**src/rtl/pe_db_if.sv**
```systemverilog
// Processing-element bus: compute operands, weight shifting and status.
// master drives operands/controls, slave is the PE.
interface pe_db_if #(
    parameter int DATA_WIDTH = 16
);
    logic                  pe_valid_in;
    logic [DATA_WIDTH-1:0] input_in;
    logic [DATA_WIDTH-1:0] psum_in;
    logic [DATA_WIDTH-1:0] weight_in;
    logic                  weight_load;
    logic                  weight_swap;
    logic                  mode;
    logic                  acc_clear;
    logic                  ovf_clear;
    logic                  pe_valid_out;
    logic [DATA_WIDTH-1:0] input_out;
    logic [DATA_WIDTH-1:0] psum_out;
    logic [DATA_WIDTH-1:0] weight_out;
    logic                  ovf_sticky;

    modport master (
        output pe_valid_in, input_in, psum_in, weight_in,
        output weight_load, weight_swap, mode, acc_clear, ovf_clear,
        input  pe_valid_out, input_out, psum_out, weight_out, ovf_sticky
    );

    modport slave (
        input  pe_valid_in, input_in, psum_in, weight_in,
        input  weight_load, weight_swap, mode, acc_clear, ovf_clear,
        output pe_valid_out, input_out, psum_out, weight_out, ovf_sticky
    );
endinterface

```
**src/rtl/pe_db.sv**
```systemverilog
// Fixed-point systolic PE with double-buffered weight, saturating MAC
// and weight-/output-stationary modes.
module pe_db #(
    parameter int DATA_WIDTH = 16,
    parameter int FRAC_BITS  = 8
) (
    input logic   clk,
    input logic   rst,
    pe_db_if.slave bus
);
    localparam int DW = DATA_WIDTH;
    localparam logic [DW-1:0] S_MAX = {1'b0, {(DW-1){1'b1}}};
    localparam logic [DW-1:0] S_MIN = {1'b1, {(DW-1){1'b0}}};

    logic [DW-1:0] shadow;
    logic [DW-1:0] active;
    logic [DW-1:0] acc;
    logic [DW-1:0] psum_q;
    logic [DW-1:0] input_q;
    logic          valid_q;
    logic          ovf_q;

    logic signed [2*DW-1:0] prod_full;
    logic signed [2*DW-1:0] prod_shift;
    logic [DW:0]            prod_hi;
    logic                   prod_ovf;
    logic [DW-1:0]          prod_sat;
    logic [DW-1:0]          addend;
    logic [DW:0]            sum_wide;
    logic                   sum_ovf;
    logic [DW-1:0]          sum_sat;

    assign prod_full  = $signed(bus.input_in) * $signed(active);
    assign prod_shift = prod_full >>> FRAC_BITS;

    // Fits in DW bits only if the bits above the sign all match it
    assign prod_hi  = prod_shift[2*DW-1:DW-1];
    assign prod_ovf = ~((&prod_hi) | ~(|prod_hi));
    assign prod_sat = prod_ovf ? (prod_shift[2*DW-1] ? S_MIN : S_MAX)
                               : prod_shift[DW-1:0];

    always_comb begin
        addend = bus.psum_in;
        if (bus.mode)
            addend = bus.acc_clear ? '0 : acc;
    end

    assign sum_wide = {prod_sat[DW-1], prod_sat} + {addend[DW-1], addend};
    assign sum_ovf  = sum_wide[DW] ^ sum_wide[DW-1];
    assign sum_sat  = sum_ovf ? (sum_wide[DW] ? S_MIN : S_MAX)
                              : sum_wide[DW-1:0];

    always_ff @(posedge clk or posedge rst) begin
        if (rst) begin
            shadow  <= '0;
            active  <= '0;
            acc     <= '0;
            psum_q  <= '0;
            input_q <= '0;
            valid_q <= 1'b0;
            ovf_q   <= 1'b0;
        end else begin
            valid_q <= bus.pe_valid_in;
            if (bus.weight_load)
                shadow <= bus.weight_in;
            if (bus.weight_swap)
                active <= shadow;
            if (bus.pe_valid_in) begin
                input_q <= bus.input_in;
                psum_q  <= sum_sat;
                if (bus.mode)
                    acc <= sum_sat;
            end else if (bus.acc_clear) begin
                acc <= '0;
            end
            // A new saturation outranks a simultaneous clear
            if (bus.pe_valid_in && (prod_ovf || sum_ovf))
                ovf_q <= 1'b1;
            else if (bus.ovf_clear)
                ovf_q <= 1'b0;
        end
    end

    assign bus.pe_valid_out = valid_q;
    assign bus.input_out    = input_q;
    assign bus.psum_out     = psum_q;
    assign bus.weight_out   = shadow;
    assign bus.ovf_sticky   = ovf_q;
endmodule

```
**src/flat_wrapper.sv**
```systemverilog
// flat-port wrapper written by rule: the top's interface ports become plain ports
module pe_db_flat 
#(
    parameter int DATA_WIDTH = 16,
    parameter int FRAC_BITS  = 8
)
  (clk, rst, bus_pe_valid_in, bus_input_in, bus_psum_in, bus_weight_in, bus_weight_load, bus_weight_swap, bus_mode, bus_acc_clear, bus_ovf_clear, bus_pe_valid_out, bus_input_out, bus_psum_out, bus_weight_out, bus_ovf_sticky);
  pe_db_if #(.DATA_WIDTH(DATA_WIDTH)) bus_i ();
  input logic clk;
  input logic rst;
  input wire logic [$bits(bus_i.pe_valid_in)-1:0] bus_pe_valid_in;
  input wire logic [$bits(bus_i.input_in)-1:0] bus_input_in;
  input wire logic [$bits(bus_i.psum_in)-1:0] bus_psum_in;
  input wire logic [$bits(bus_i.weight_in)-1:0] bus_weight_in;
  input wire logic [$bits(bus_i.weight_load)-1:0] bus_weight_load;
  input wire logic [$bits(bus_i.weight_swap)-1:0] bus_weight_swap;
  input wire logic [$bits(bus_i.mode)-1:0] bus_mode;
  input wire logic [$bits(bus_i.acc_clear)-1:0] bus_acc_clear;
  input wire logic [$bits(bus_i.ovf_clear)-1:0] bus_ovf_clear;
  output wire logic [$bits(bus_i.pe_valid_out)-1:0] bus_pe_valid_out;
  output wire logic [$bits(bus_i.input_out)-1:0] bus_input_out;
  output wire logic [$bits(bus_i.psum_out)-1:0] bus_psum_out;
  output wire logic [$bits(bus_i.weight_out)-1:0] bus_weight_out;
  output wire logic [$bits(bus_i.ovf_sticky)-1:0] bus_ovf_sticky;
  assign bus_i.pe_valid_in = bus_pe_valid_in;
  assign bus_i.input_in = bus_input_in;
  assign bus_i.psum_in = bus_psum_in;
  assign bus_i.weight_in = bus_weight_in;
  assign bus_i.weight_load = bus_weight_load;
  assign bus_i.weight_swap = bus_weight_swap;
  assign bus_i.mode = bus_mode;
  assign bus_i.acc_clear = bus_acc_clear;
  assign bus_i.ovf_clear = bus_ovf_clear;
  assign bus_pe_valid_out = bus_i.pe_valid_out;
  assign bus_input_out = bus_i.input_out;
  assign bus_psum_out = bus_i.psum_out;
  assign bus_weight_out = bus_i.weight_out;
  assign bus_ovf_sticky = bus_i.ovf_sticky;
  pe_db #(.DATA_WIDTH(DATA_WIDTH), .FRAC_BITS(FRAC_BITS)) u_core (.clk(clk), .rst(rst), .bus(bus_i));
endmodule
```
**config.mk**
```make
export PLATFORM = sky130hd
export DESIGN_NAME = pe_db_flat
export DESIGN_NICKNAME = d
export VERILOG_FILES = /design/src/rtl/pe_db_if.sv /design/src/rtl/pe_db.sv /design/src/flat_wrapper.sv
export SDC_FILE = /design/constraint.sdc
export NUM_CORES = 1
export LEC_CHECK = 0
export CORE_MARGIN = 2
export CORE_UTILIZATION = 50
export CTS_CLUSTER_SIZE = 8
export DETAILED_ROUTE_END_ITERATION = 16
export HOLD_SLACK_MARGIN = 0.1
export PLACE_DENSITY_LB_ADDON = 0.05
export SLEW_MARGIN = 20
export SYNTH_ARGS = -nofsm -noshare
export SYNTH_HDL_FRONTEND = slang
export SYNTH_SLANG_ARGS = --single-unit
```
**constraint.sdc**
```tcl
create_clock -name clk -period 10.8 [get_ports clk]
set_clock_uncertainty 0.2 [all_clocks]
set_input_delay 2.16 -clock clk [delete_from_list [all_inputs] [get_ports clk]]
set_output_delay 2.16 -clock clk [all_outputs]
set_load 0.005 [all_outputs]
```
==> results of run 1 <==
==> logic make-up after synthesis <==
kind of cell / after synthesis / synth area share
fa+ha+maj: 358 / 0.4621
simple gates: 362 / 0.1292
xor+xnor: 48 / 0.03015
buf+inv: 370 / 0.1010
flops: 82 / 0.1472
mux: 62 / 0.04998
compound gates: 170 / 0.08031
==> cell type report <==
cell class / instances / area [um^2]
clock inverters: 7 / 106.4
well taps: 378 / 473.0
fillers: 2376 / 9638
inverters: 309 / 1164
repair buffers: 322 / 2984
multi-input cells: 1000 / 10990
flip-flops and latches: 82 / 2052
clock buffers: 9 / 225.2
==> per-layer routing <==
metal	vias up	wire length, um
met5	-	13
met4	2	1166
met2	280	18480
li1	5010	-
met3	68	1750
met1	5604	16860
==> cell usage in the layout, fill, tap and decap left out, types with 5 or more instances in the layout <==
| cell | Yosys | final |
|---|---|---|
| nand2b_1 | 10 | 10 |
| a21oi_2 | 0 | 9 |
| nand2_1 | 167 | 162 |
| dfrtp_1 | 82 | 82 |
| a21o_1 | 7 | 7 |
| o21ai_1 | 11 | 12 |
| ha_4 | 0 | 14 |
| nand3_1 | 5 | 5 |
| clkbuf_2 | 0 | 7 |
| clkdlybuf4s50_1 | 0 | 89 |
| fa_2 | 0 | 16 |
| a211o_1 | 6 | 6 |
| ha_1 | 95 | 78 |
| a21oi_1 | 36 | 26 |
| xor2_1 | 13 | 13 |
| mux2_2 | 61 | 59 |
| and2_4 | 0 | 5 |
| a22o_1 | 16 | 16 |
| nor2_1 | 28 | 25 |
| nor2b_1 | 6 | 6 |
| o21ai_4 | 0 | 6 |
| o21ai_0 | 37 | 27 |
| clkbuf_16 | 0 | 16 |
| nor3_1 | 5 | 5 |
| inv_1 | 309 | 297 |
| fa_1 | 262 | 246 |
| inv_2 | 0 | 10 |
| xnor2_1 | 35 | 33 |
| o21a_1 | 23 | 22 |
| buf_6 | 1 | 19 |
| buf_4 | 0 | 180 |
| and2_1 | 117 | 112 |
| buf_12 | 0 | 11 |
==> state kept, by name, summed over array words and instances (netlist names) <==
signal / flops
u_core.acc: 16
u_core.active: 16
u_core.bus.input_out: 16
u_core.bus.ovf_sticky: 1
u_core.bus.pe_valid_out: 1
u_core.bus.psum_out: 16
u_core.bus.weight_out: 16
==> path summary, 6_finish.rpt <==
| check | startpoint | to | slack, ns |
|---|---|---|---|
| setup / recovery | bus_input_in[13] | u_core.bus.psum_out[5] | 0.28 |
| max in group asynchronous | rst | u_core.bus.weight_out[11] | 7.72 |
| hold / removal | u_core.acc[15] | u_core.acc[15] | 0.30 |
| hold reg to reg | u_core.acc[15] | u_core.acc[15] | 0.30 |
| min in group asynchronous | rst | u_core.bus.psum_out[2] | 2.05 |
| setup reg to reg | u_core.active[15] | u_core.bus.psum_out[5] | 1.30 |
==> Yosys cell counts (all sizes together), types with 7 or more instances <==
master | number | area, um^2
nor2 | 28 | 105.1
o21a | 23 | 172.7
fa | 262 | 5245
nor2b | 7 | 51.30
nand2 | 167 | 626.9
mux2 | 61 | 686.9
dfrtp | 82 | 2052
a21o | 7 | 52.55
and2 | 117 | 732.0
ha | 95 | 1189
o21ai | 48 | 240.2
xor2 | 13 | 113.9
nand2b | 10 | 62.56
a22o | 16 | 140.1
inv | 309 | 1160
clkbuf | 56 | 210.2
a21oi | 36 | 180.2
xnor2 | 35 | 306.5
==> critical path, delay by kind of cell <==
| family | cells | cell delay, ns |
|---|---|---|
| AND/OR/NAND/NOR | 7 | 1.17 |
| AO/OA/AOI/OAI | 8 | 1.98 |
| buffers and inverters | 8 | 0.85 |
| multiplexers | 1 | 0.28 |
| adder cells (fa/ha/maj) | 10 | 4.10 |
==> per-stage QoR <==
stage,hold slack (ns),setup slack (ns),util
final,0.2954,0.2767,0.6512
after global routing,0.3221,-0.02637,0.6512
after CTS,0.2971,0.001985,0.6334
after detailed placement,0.2783,-0.6997,0.6072
after global placement,0.2733,-0.6780,0.6062
after floorplan,0.2497,0.02168,-
==> repair_timing <==
item | CTS | global route
resized for setup | 75 | 98
pin swaps | 53 | 88
buffers inserted | 10 | 17
setup endpoints to repair | 31 | 33
gates cloned | 2 | 8
==> impl_metrics.tcl, run 1 <==
set metrics [dict create \
    grt_max_degree 44 \
    wl_per_cell_um 18.16 \
    report.final.slew_viol_count 0 \
    cts_made_buffers 9 \
    die_w_um 171.0 \
    io_buffer_count 105 \
    start_kind "input pin" \
    cts_tree "done" \
    dp_hpwl_um 29850 \
    grt.busiest_layer "met2" \
    cpMaxStageDelayCell "or4_4" \
    diodes 0 \
    antenna_found_initial 1 \
    grt_pass1_vias 11780 \
    min_period_ns 10.52 \
    syn_nets 1865 \
    drt-initial-drc-count 648 \
    finalSetupViolCount 0 \
    syn_avg_cell_area_um2 9.603 \
    ant_nets 0 \
    ys.flop_type "dfrtp_1" \
    coreArea_um2 27630 \
    hold_viol 0 \
    drive_gt1_frac 0.2348 \
    gp_congestion 0.8488 \
    area_growth_pct 29.03 \
    gr-usage-all-layers 0.2725 \
    viasPerCell 5.204 \
    grt_overflow 0 \
    synthCells 1452 \
    ios 106 \
    crit_path_max_incr_delay_ns 0.55 \
    cap_violations 0 \
    instances_no_fill 2107 \
    cts_htree_levels 3 \
    clock-sinks 82 \
    hold_class "reg -> reg" \
    ys_seq_area_frac 0.1472 \
    max_freq_mhz 95.03 \
    path_class "in -> reg" \
    worst_pin_slew_ns 1.128 \
    cp.required_ns 10.85 \
    wirelength_um 38270 \
    tns_ns 0 \
    drc 0 \
    holdPathStages 2 \
    critPathMaxFanout 11 \
    first_pass_iters 5 \
    core.rowCount 61 \
    ys_ff_latch 82 \
    dp_cells 2056 \
    clk_latency_ns 0.36 \
    critical_path.most_common_cell "fa_1" \
    gr-usage-met3 0.03724 \
    die_height_um 171.0 \
    cp.arrival_ns 10.57 \
    design_area_um2 17990 \
    synth_edf_count 0 \
    cts_root_buf "clkbuf_16" \
    grt_pass1_wl_um 61670 \
    use_met2 0.4537 \
    met1_usage 0.3776 \
    yosysWarnings 0 \
    floorplan.initialDensity 0.5047 \
    die-area_um2 29240 \
    maxSlewHeadroom 0.2454 \
    fin_crit_sh 0.9744 \
    crit_path_end_kind "register" \
    vias 10960 \
    cts.path.max_buffers 2 \
    synthArstFlopShare 1.000 \
    clkTransAtPathRegs_ns 0.08 \
    cts_hold_buf 0 \
    yosysUniqueCellTypes 60 \
    post_dp_cell_area_um2 16780 \
    status "completed" \
    nets 2137 \
    synthesis.area_um2 13940 \
    reg2reg_depth 31 \
]
Power of run 1 is not shown: default switching activity piles up to over one toggle a cycle in this logic, so the estimate is an artifact.
==> run 2, diff against run 1 <==
--- a/config.mk
+++ b/config.mk
@@ -9,7 +9,7 @@
 export CORE_UTILIZATION = 50
 export CTS_CLUSTER_SIZE = 8
 export DETAILED_ROUTE_END_ITERATION = 16
-export HOLD_SLACK_MARGIN = 0.1
+export HOLD_SLACK_MARGIN = 0.05
 export PLACE_DENSITY_LB_ADDON = 0.05
 export SLEW_MARGIN = 20
 export SYNTH_ARGS = -nofsm -noshare
==> results of run 2 <==
Final layout, timing and power as in run 1 (identical DEF).
Power of run 2 is left out for the same reason.
==> run 3, diff against run 2 <==
--- a/config.mk
+++ b/config.mk
@@ -5,12 +5,11 @@
 export SDC_FILE = /design/constraint.sdc
 export NUM_CORES = 1
 export LEC_CHECK = 0
-export CORE_MARGIN = 2
 export CORE_UTILIZATION = 50
 export CTS_CLUSTER_SIZE = 8
 export DETAILED_ROUTE_END_ITERATION = 16
 export HOLD_SLACK_MARGIN = 0.05
-export PLACE_DENSITY_LB_ADDON = 0.05
+export PLACE_DENSITY = 0.81
 export SLEW_MARGIN = 20
 export SYNTH_ARGS = -nofsm -noshare
 export SYNTH_HDL_FRONTEND = slang
==> impl_metrics.tcl, run 3 (same netlist as run 1, synthesis figures left out) <==
set metrics [dict create \
    status "finished with violations" \
    violations "setup timing" \
    finalSetupViolCount 12 \
    tns_ns -0.2077 \
    dp_hpwl_um 29950 \
    ant_nets 0 \
    area_growth_pct 30.35 \
    cp.arrival_ns 10.87 \
    first_pass_iters 6 \
    ios 106 \
    dp_cells 2037 \
    gr-usage-met3 0.03858 \
    vias 11990 \
    floorplan.initialDensity 0.5131 \
    die-area_um2 28560 \
    core.rowCount 60 \
    hold_viol 0 \
    start_kind "input pin" \
    r2r_start "u_core.active[9]" \
    nFillCells 1909 \
    hold_class "reg -> reg" \
    worst_pin_slew_ns 1.136 \
    cts_htree_levels 3 \
    crit_path_max_incr_delay_ns 0.55 \
    critical_path.most_common_cell "fa_1" \
    grt_pass1_wl_um 64480 \
    cts_root_buf "clkbuf_16" \
    gr-usage-all-layers 0.2902 \
    maxSlewHeadroom 0.2400 \
    critPathMaxFanout 8 \
    nets 2158 \
    path_class "in -> reg" \
    instances_no_fill 2121 \
    drt-initial-drc-count 917 \
    clkTransAtPathRegs_ns 0.06 \
    cts_made_buffers 9 \
    cp.required_ns 10.83 \
    gp_congestion 0.8943 \
    clock-sinks 82 \
    die_height_um 169.0 \
    hp-start "u_core.acc[4]" \
    layout_setup_ws_ns -0.04112 \
    max_freq_mhz 92.24 \
    cts_hold_buf 0 \
    wl_per_cell_um 20.59 \
    grt_pass1_vias 12780 \
    crit_path_end_kind "register" \
    use_met2 0.5068 \
    antenna_found_initial 0 \
    fin_crit_sh 1.004 \
    min_period_ns 10.84 \
    final_common_cell "inv_1" \
    io_buffer_count 105 \
    cts_tree "done" \
    report.final.slew_viol_count 0 \
    final_cell_mix "284 x inv_1, 246 x fa_1, 204 x buf_4" \
    seqCellArea_um2 2052 \
    die_w_um 169.0 \
    cap_violations 0 \
    clk_latency_ns 0.36 \
    diodes 0 \
    grt.busiest_layer "met2" \
    grt_setup_unrepaired "true" \
    critical_path.startpoint "bus_input_in[12]" \
    cts.path.max_buffers 2 \
    cpMaxStageDelayCell "fa_1" \
    grt_max_degree 83 \
    coreArea_um2 27180 \
    multiInputGateArea_um2 11170 \
    hold_ws_ns 0.3095 \
    drc 0 \
    drive_gt1_frac 0.2624 \
    wirelength_um 43670 \
    met1_usage 0.3579 \
    grt_overflow 0 \
    viasPerCell 5.654 \
]
run 3: cell types whose count changed in the layout (fill, tap and decap cells not counted), moves of 4 or more:
cell / change
buf_4: +24
a21oi_4: +4
inv_1: -13
inv_2: +13
clkbuf_16: -5
a21oi_1: -7
o21ai_2: +6
run 3: timing repair:
item,CTS,global route
gates resized for setup,79,137
endpoints found under the setup margin,31,33
cloned,2,4
setup buffers,34,29
pin swaps,61,100
run 3: worst paths after layout:
kind / end / slack (ns) / depth (start not counted)
min in group asynchronous: u_core.active[2] / 2.15 / 3
setup reg to reg: u_core.bus.psum_out[9] / 1.01 / 33
max in group asynchronous: u_core.bus.psum_out[10] / 7.71 / 3
hold / removal: u_core.acc[4] / 0.31 / 1
setup / recovery: u_core.bus.psum_out[9] / -0.04 / 33
hold reg to reg: u_core.acc[4] / 0.31 / 1
run 3: layer usage:
layer / wire length, um / part of all wire
met4: 2856 / 0.065
met3: 3179 / 0.073
met5: 0 / 0
met2: 21970 / 0.50
met1: 15660 / 0.36
run 3: metrics by stage:
stage	setup slack, ns	instance area (um^2)	utilization
after floorplan	0.02168	14010	-
after global placement	-0.6846	16660	0.6129
after detailed placement	-0.7849	16660	0.6129
after CTS	0.004855	17490	0.6437
after global routing	-0.2713	18170	0.6688
final	-0.04112	18170	0.6688
run 3: layout make-up:
class | count | area share
multi-input cells | 1000 | 0.6148
inverters | 309 | 0.06402
flip-flops and latches | 82 | 0.1129
well taps | 372 | 0.02561
clock buffers | 11 | 0.01391
clock inverters | 4 | 0.001515
repair buffers | 343 | 0.1673
run 3: critical path: cells and delay by family:
| kind | cells | cell delay (ns) |
|---|---|---|
| compound gates | 11 | 2.40 |
| xor+xnor | 1 | 0.15 |
| fa+ha+maj | 8 | 3.66 |
| buf+inv | 6 | 0.62 |
| mux | 1 | 0.30 |
| simple gates | 6 | 1.58 |
Power of run 3 is left out for the same reason.
